[src/rtl/part_2_pkg.sv]
// part_2_pkg: shared states and default parameters for the delay detector
package part_2_pkg;
  typedef enum logic {SEARCH, LOCKED} state_t;
  localparam int DEF_WIDTH = 8;
  localparam int DEF_DEPTH = 4;
  localparam int DEF_LOCK_CNT = 4;
  localparam int DEF_UNLOCK_CNT = 2;
  localparam int SEL_W = $clog2(DEF_DEPTH);
endpackage

[src/rtl/part_2_delay_detector_if.sv]
// part_2_delay_detector_if: sample bus into the detector and its measured result
// master drives clear/valid/d_ref/d_dly and reads sel/locked/ambiguous; slave is the detector
interface part_2_delay_detector_if import part_2_pkg::*; #(
  parameter int WIDTH = DEF_WIDTH,
  parameter int DEPTH = DEF_DEPTH
);
  logic clear;
  logic valid;
  logic [WIDTH-1:0] d_ref;
  logic [WIDTH-1:0] d_dly;
  logic [$clog2(DEPTH)-1:0] sel;
  logic locked;
  logic ambiguous;
  modport master (output clear, valid, d_ref, d_dly, input sel, locked, ambiguous);
  modport slave (input clear, valid, d_ref, d_dly, output sel, locked, ambiguous);
endinterface

[src/rtl/part_2_tap_history.sv]
// part_2_tap_history: d_ref history shift register and eligible-masked match vector
// in: clk, rst_n, clear_i, valid_i, d_ref_i, d_dly_i; out: match_o[k] = d_dly matches d_ref from k samples ago
module part_2_tap_history import part_2_pkg::*; #(
  parameter int WIDTH = DEF_WIDTH,
  parameter int DEPTH = DEF_DEPTH
) (
  input  logic             clk,
  input  logic             rst_n,
  input  logic             clear_i,
  input  logic             valid_i,
  input  logic [WIDTH-1:0] d_ref_i,
  input  logic [WIDTH-1:0] d_dly_i,
  output logic [DEPTH-1:0] match_o
);
  localparam int SW = $clog2(DEPTH);
  logic [WIDTH-1:0] hist_q [1:DEPTH-1];
  logic [SW-1:0] fill_q;
  always_ff @(posedge clk or negedge rst_n) begin
    if (!rst_n) begin
      hist_q <= '{default: '0};
      fill_q <= '0;
    end else if (clear_i) begin
      hist_q <= '{default: '0};
      fill_q <= '0;
    end else if (valid_i) begin
      hist_q[1] <= d_ref_i;
      for (int i = 2; i < DEPTH; i++) hist_q[i] <= hist_q[i-1];
      fill_q <= fill_q == SW'(DEPTH - 1) ? fill_q : fill_q + SW'(1);
    end
  end
  assign match_o[0] = valid_i && d_dly_i == d_ref_i;
  // tap k only holds real data once k samples have been seen since restart
  for (genvar k = 1; k < DEPTH; k++) begin : g_m
    assign match_o[k] = valid_i && fill_q >= SW'(k) && d_dly_i == hist_q[k];
  end
endmodule

[src/rtl/part_2_delay_detector.sv]
// part_2_delay_detector: recovers the tap delay between d_ref and d_dly with lock hysteresis
// in: clk, rst_n, det.clear/valid/d_ref/d_dly; out: det.sel (delay), det.locked, det.ambiguous
module part_2_delay_detector import part_2_pkg::*; #(
  parameter int WIDTH = DEF_WIDTH,
  parameter int DEPTH = DEF_DEPTH,
  parameter int LOCK_CNT = DEF_LOCK_CNT,
  parameter int UNLOCK_CNT = DEF_UNLOCK_CNT
) (
  input logic clk,
  input logic rst_n,
  part_2_delay_detector_if.slave det
);
  localparam int SW = $clog2(DEPTH);
  localparam int CW = $clog2(LOCK_CNT + 1);
  localparam int MW = $clog2(UNLOCK_CNT + 1);
  logic [DEPTH-1:0] m;
  state_t state_q, state_d;
  logic [SW-1:0] cand_q, cand_d, sel_q, sel_d, j;
  logic [CW-1:0] cnt_q, cnt_d;
  logic [MW-1:0] miss_q, miss_d;
  logic amb_q, amb_d, multi, one;
  part_2_tap_history #(.WIDTH(WIDTH), .DEPTH(DEPTH)) u_hist (
    .clk(clk), .rst_n(rst_n), .clear_i(det.clear), .valid_i(det.valid),
    .d_ref_i(det.d_ref), .d_dly_i(det.d_dly), .match_o(m)
  );
  // clearing the lowest set bit leaves something only when two or more bits are set
  assign multi = |(m & (m - DEPTH'(1)));
  assign one = |m && !multi;
  always_comb begin
    j = '0;
    for (int i = 0; i < DEPTH; i++) if (m[i]) j = SW'(i);
  end
  always_comb begin
    state_d = state_q;
    cand_d = cand_q;
    cnt_d = cnt_q;
    miss_d = miss_q;
    sel_d = sel_q;
    amb_d = amb_q;
    if (det.valid && state_q == SEARCH) begin
      amb_d = multi;
      cand_d = one ? j : cand_q;
      cnt_d = !one ? '0 : j == cand_q ? cnt_q + CW'(1) : CW'(1);
      if (cnt_d == CW'(LOCK_CNT)) begin
        state_d = LOCKED;
        sel_d = cand_d;
        miss_d = '0;
      end
    end else if (det.valid) begin
      amb_d = 1'b0;
      miss_d = m[sel_q] ? '0 : miss_q + MW'(1);
      if (miss_d == MW'(UNLOCK_CNT)) begin
        state_d = SEARCH;
        cnt_d = '0;
      end
    end
  end
  always_ff @(posedge clk or negedge rst_n) begin
    if (!rst_n) begin
      state_q <= SEARCH;
      cand_q <= '0;
      cnt_q <= '0;
      miss_q <= '0;
      sel_q <= '0;
      amb_q <= 1'b0;
    end else if (det.clear) begin
      state_q <= SEARCH;
      cand_q <= '0;
      cnt_q <= '0;
      miss_q <= '0;
      sel_q <= '0;
      amb_q <= 1'b0;
    end else begin
      state_q <= state_d;
      cand_q <= cand_d;
      cnt_q <= cnt_d;
      miss_q <= miss_d;
      sel_q <= sel_d;
      amb_q <= amb_d;
    end
  end
  assign det.sel = sel_q;
  assign det.locked = state_q == LOCKED;
  assign det.ambiguous = amb_q;
endmodule

[src/flat_wrapper.sv]
// flat-port wrapper written by rule: the top's interface ports become plain ports
module part_2_delay_detector_flat import part_2_pkg::*;
#(
  parameter int WIDTH = DEF_WIDTH,
  parameter int DEPTH = DEF_DEPTH,
  parameter int LOCK_CNT = DEF_LOCK_CNT,
  parameter int UNLOCK_CNT = DEF_UNLOCK_CNT
)
  (clk, rst_n, det_clear, det_valid, det_d_ref, det_d_dly, det_sel, det_locked, det_ambiguous);
  part_2_delay_detector_if #(.WIDTH(WIDTH), .DEPTH(DEPTH)) det_i ();
  input logic clk;
  input logic rst_n;
  input wire logic [$bits(det_i.clear)-1:0] det_clear;
  input wire logic [$bits(det_i.valid)-1:0] det_valid;
  input wire logic [$bits(det_i.d_ref)-1:0] det_d_ref;
  input wire logic [$bits(det_i.d_dly)-1:0] det_d_dly;
  output wire logic [$bits(det_i.sel)-1:0] det_sel;
  output wire logic [$bits(det_i.locked)-1:0] det_locked;
  output wire logic [$bits(det_i.ambiguous)-1:0] det_ambiguous;
  assign det_i.clear = det_clear;
  assign det_i.valid = det_valid;
  assign det_i.d_ref = det_d_ref;
  assign det_i.d_dly = det_d_dly;
  assign det_sel = det_i.sel;
  assign det_locked = det_i.locked;
  assign det_ambiguous = det_i.ambiguous;
  part_2_delay_detector #(.WIDTH(WIDTH), .DEPTH(DEPTH), .LOCK_CNT(LOCK_CNT), .UNLOCK_CNT(UNLOCK_CNT)) u_core (.clk(clk), .rst_n(rst_n), .det(det_i));
endmodule
[config.mk]
export PLATFORM = sky130hd
export DESIGN_NAME = part_2_delay_detector_flat
export DESIGN_NICKNAME = d
export VERILOG_FILES = /design/src/rtl/part_2_pkg.sv /design/src/rtl/part_2_delay_detector_if.sv /design/src/rtl/part_2_tap_history.sv /design/src/rtl/part_2_delay_detector.sv /design/src/flat_wrapper.sv
export SDC_FILE = /design/constraint.sdc
export NUM_CORES = 1
export LEC_CHECK = 0
export ABC_AREA = 1
export ABC_CLOCK_PERIOD_IN_PS = 2700
export BUFFER_PORTS_ARGS = -buffer_cell sky130_fd_sc_hd__buf_2
export CAP_MARGIN = 15
export CORE_ASPECT_RATIO = 1.2
export CORE_MARGIN = 2
export CORE_UTILIZATION = 40
export CTS_BUF_LIST = sky130_fd_sc_hd__clkbuf_16
export CTS_CLUSTER_SIZE = 12
export DETAILED_ROUTE_END_ITERATION = 12
export PLACE_DENSITY = 0.57
export SLEW_MARGIN = 5
export SYNTH_ARGS = -nofsm -noshare
export SYNTH_HDL_FRONTEND = slang
export SYNTH_HIERARCHICAL = 1
export SYNTH_SLANG_ARGS = --single-unit
export TNS_END_PERCENT = 50
[constraint.sdc]
create_clock -name clk -period 2.7 [get_ports clk]
set_input_delay 0.27 -clock clk [delete_from_list [all_inputs] [get_ports clk]]
set_output_delay 0.27 -clock clk [all_outputs]
set_load 0.05 [all_outputs]
==> results.json <==
{
  "status": "complete, no violations",
  "final_cell_mix": "92 x nand2_1, 41 x inv_1, 37 x dfrtp_1",
  "num_rows": 30,
  "initial_core_util": 0.4191,
  "synth_top_family_by_area": "simple AND/OR/NAND/NOR gates",
  "slew_viol_final": 0,
  "synth_xor_xnor_area_share": 0.05495,
  "synth_seq_cells": 37,
  "cts_hold_buffers": 0,
  "power_density_mw_per_mm2": 488.9,
  "syn_area_mm2": 0.002391,
  "ff2ff_setup_slack_ns": 0.36,
  "core_region_area_mm2": 0.005705,
  "drtPass1Iterations": 6,
  "layout_commonest_cell": "nand2_1",
  "synthMuxAreaShare": 0,
  "finalCriticalPeriod_ns": 2.342,
  "slew_headroom": 0.4205,
  "min_path_type": "in -> async",
  "viasPerCell": 4.899,
  "synth_compound_area_frac": 0.1136,
  "finalSetupViolCount": 0,
  "cap_violations": 0,
  "instances_no_fill": 434,
  "hpwl_mm": 4.327,
  "area_growth_pct": 13.29,
  "synthSimpleGateAreaFrac": 0.3276,
  "crit_path_start_kind": "register",
  "seqPwrFrac": 0.445,
  "vias": 2126,
  "swShare": 0.2705,
  "grt_pass1_vias": 2162,
  "cp.required_ns": 2.87,
  "fin_nets": 378,
  "grt_max_degree": 38,
  "fmax_mhz": 426.9,
  "grt_first_pass_wirelength_mm": 9.853,
  "antenna_found_initial": 0,
  "dieHeight_um": 88.70,
  "clk_pin_slew_ns": 0.06,
  "clock_path_buffers": 2,
  "dieArea_mm2": 0.006615,
  "ir_worst_vdd_uv": 238.7,
  "ant_nets": 0,
  "synth_fp_nets": 352,
  "syn_avg_cell_area_um2": 7.290,
  "p_int_mw": 0.9662,
  "initialDrtViolationCount": 58,
  "setup.worst_path.class": "reg -> reg",
  "path_max_fanout": 4,
  "synthAdderAreaFrac": 0.02093,
  "power_mw": 1.324,
  "ys_seq_area_frac": 0.3872,
  "clock_latency_ns": 0.28,
  "rsz0062_at_grt": "no",
  "place_ws_ns": 0.3203,
  "power.clock.fraction": 0.414,
  "antennaDiodeCount": 0,
  "syn_inst": 328,
  "p_leak_nw": 1.385,
  "synth_warnings": 6,
  "tightest_slew_ns": 0.8693,
  "drt_wl_total_mm": 5.726,
  "p_comb_frac": 0.141,
  "power.switching_mw": 0.3583,
  "io_pins": 24,
  "drc": 0,
  "cp-end-kind": "register",
  "fin_worst_skew_ns": 0.005724,
  "cts_tree": "done",
  "wl_per_cell_um": 13.19,
  "worstPathArrival_ns": 2.52,
  "gr-usage-all-layers": 0.1976,
  "reg2reg_depth": 18,
  "cts.sinks": 37,
  "cts_buffers": 5,
  "die_w_um": 74.58,
  "synth_cell_types": 26,
  "post-route-period-util": 0.8675,
  "cts.htree.levels": 2,
  "gr-total-overflow": 0,
  "root_buffer": "clkbuf_16",
  "hold_viol_final": 0,
  "layout-drive-gt1-share": 0.2006,
  "setup_tns_ns": 0,
  "dp.cells": 427,
  "cts_setup_buffers": 0,
  "gp_congestion": 0.7942,
  "cts.repair.resized": 0,
  "layout_setup_ws_ns": 0.3577,
  "io_buffers": 23
}
==> final cells by class <==
class	instances	area, µm²
clock buffers	5	125.1
clock inverters	2	7.507
fillers	606	2997
inverters	51	191.4
multi-input cells	235	1236
flip-flops and latches	37	925.9
well taps	80	100.1
repair buffers	24	122.6
==> metrics by stage <==
stage / cell area (µm²) / util / hold slack [ns]
2_1_floorplan: 2391 / - / -0.02559
3_3_place_gp: 2576 / 0.4515 / 0.4397
3_5_place_dp: 2576 / 0.4515 / 0.4332
4_1_cts: 2709 / 0.4748 / 0.1353
5_1_grt: 2709 / 0.4748 / 0.1886
6_report: 2709 / 0.4748 / 0.09364
==> power by group through the flow <==
stage	clock network, mW	registers [mW]	logic [mW]
floorplan	0	0.594	0.121
global placement	0	0.599	0.188
detailed placement	0	0.598	0.188
CTS	0.562	0.589	0.189
global route	0.582	0.591	0.215
finish	0.548	0.589	0.187
==> critical path, cell delays in order, from the launching register on <==
cell and delay (ns):
dfrtp_1 0.36, inv_1 0.09, ha_1 0.23, nor2_2 0.12, nand2_1 0.05, nor2_1 0.12
nand3_1 0.09, nor2_1 0.27, nor2_1 0.13, nor2_2 0.16, nor2_4 0.06, nand2_2 0.09
inv_2 0.06, nand2_2 0.10, nand3_2 0.08, nand2_1 0.07, nand2_1 0.06, nand2_1 0.06
nand2_1 0.05
==> path summary, 6_finish.rpt <==
| check | endpoint | start |
|---|---|---|
| min reg2reg | u_core/cnt_q[2] | u_core/cnt_q[2] |
| max | u_core/miss_q[1] | u_core/u_hist/fill_q[0] |
| max reg2reg | u_core/miss_q[1] | u_core/u_hist/fill_q[0] |
| min | u_core/det.locked | rst_n |
| max in group asynchronous | u_core/cnt_q[0] | rst_n |
| min in group clk | u_core/u_hist/hist_q[20] | det_clear |
==> registers in the layout, summed over array words and instances (netlist names) <==
signal,cells
u_core/det.ambiguous,1
u_core/det.sel,2
u_core/u_hist/fill_q,2
u_core/cand_q,2
u_core/miss_q,2
u_core/det.locked,1
u_core/cnt_q,3
u_core/u_hist/hist_q,24
==> kinds of logic (layout without fill, tap and decap cells) <==
kind of cell | count (synthesis) | in the layout
and+or+nand+nor | 177 | 177
buffers and inverters | 56 | 82
AOI/OAI and AO/OA | 39 | 39
DFF | 37 | 37
xor gates and xnor gates | 15 | 15
adders and majority gates | 4 | 4
==> synthesized netlist by cell type, drive strengths merged <==
cell	count	area [µm²]
a21boi	1	7.510
a21oi	7	42.54
buf	5	37.53
dfrtp	37	925.9
ha	4	50.05
inv	51	191.4
nand2	100	400.4
nand3	33	180.2
nand4	4	25.02
nor2	40	177.7
o21ai	24	142.6
o22ai	5	62.56
o31ai	1	7.510
o41ai	1	8.760
xnor2	8	70.07
xor2	7	61.31
==> metal layers <==
| metal | global-route usage | routed length, µm |
|---|---|---|
| met5 | 0 | 0 |
| met4 | 0.09091 | 116 |
| met3 | 0.03303 | 195 |
| met2 | 0.3459 | 2930 |
| met1 | 0.2335 | 2483 |
Power figures use the tool's default switching activity.
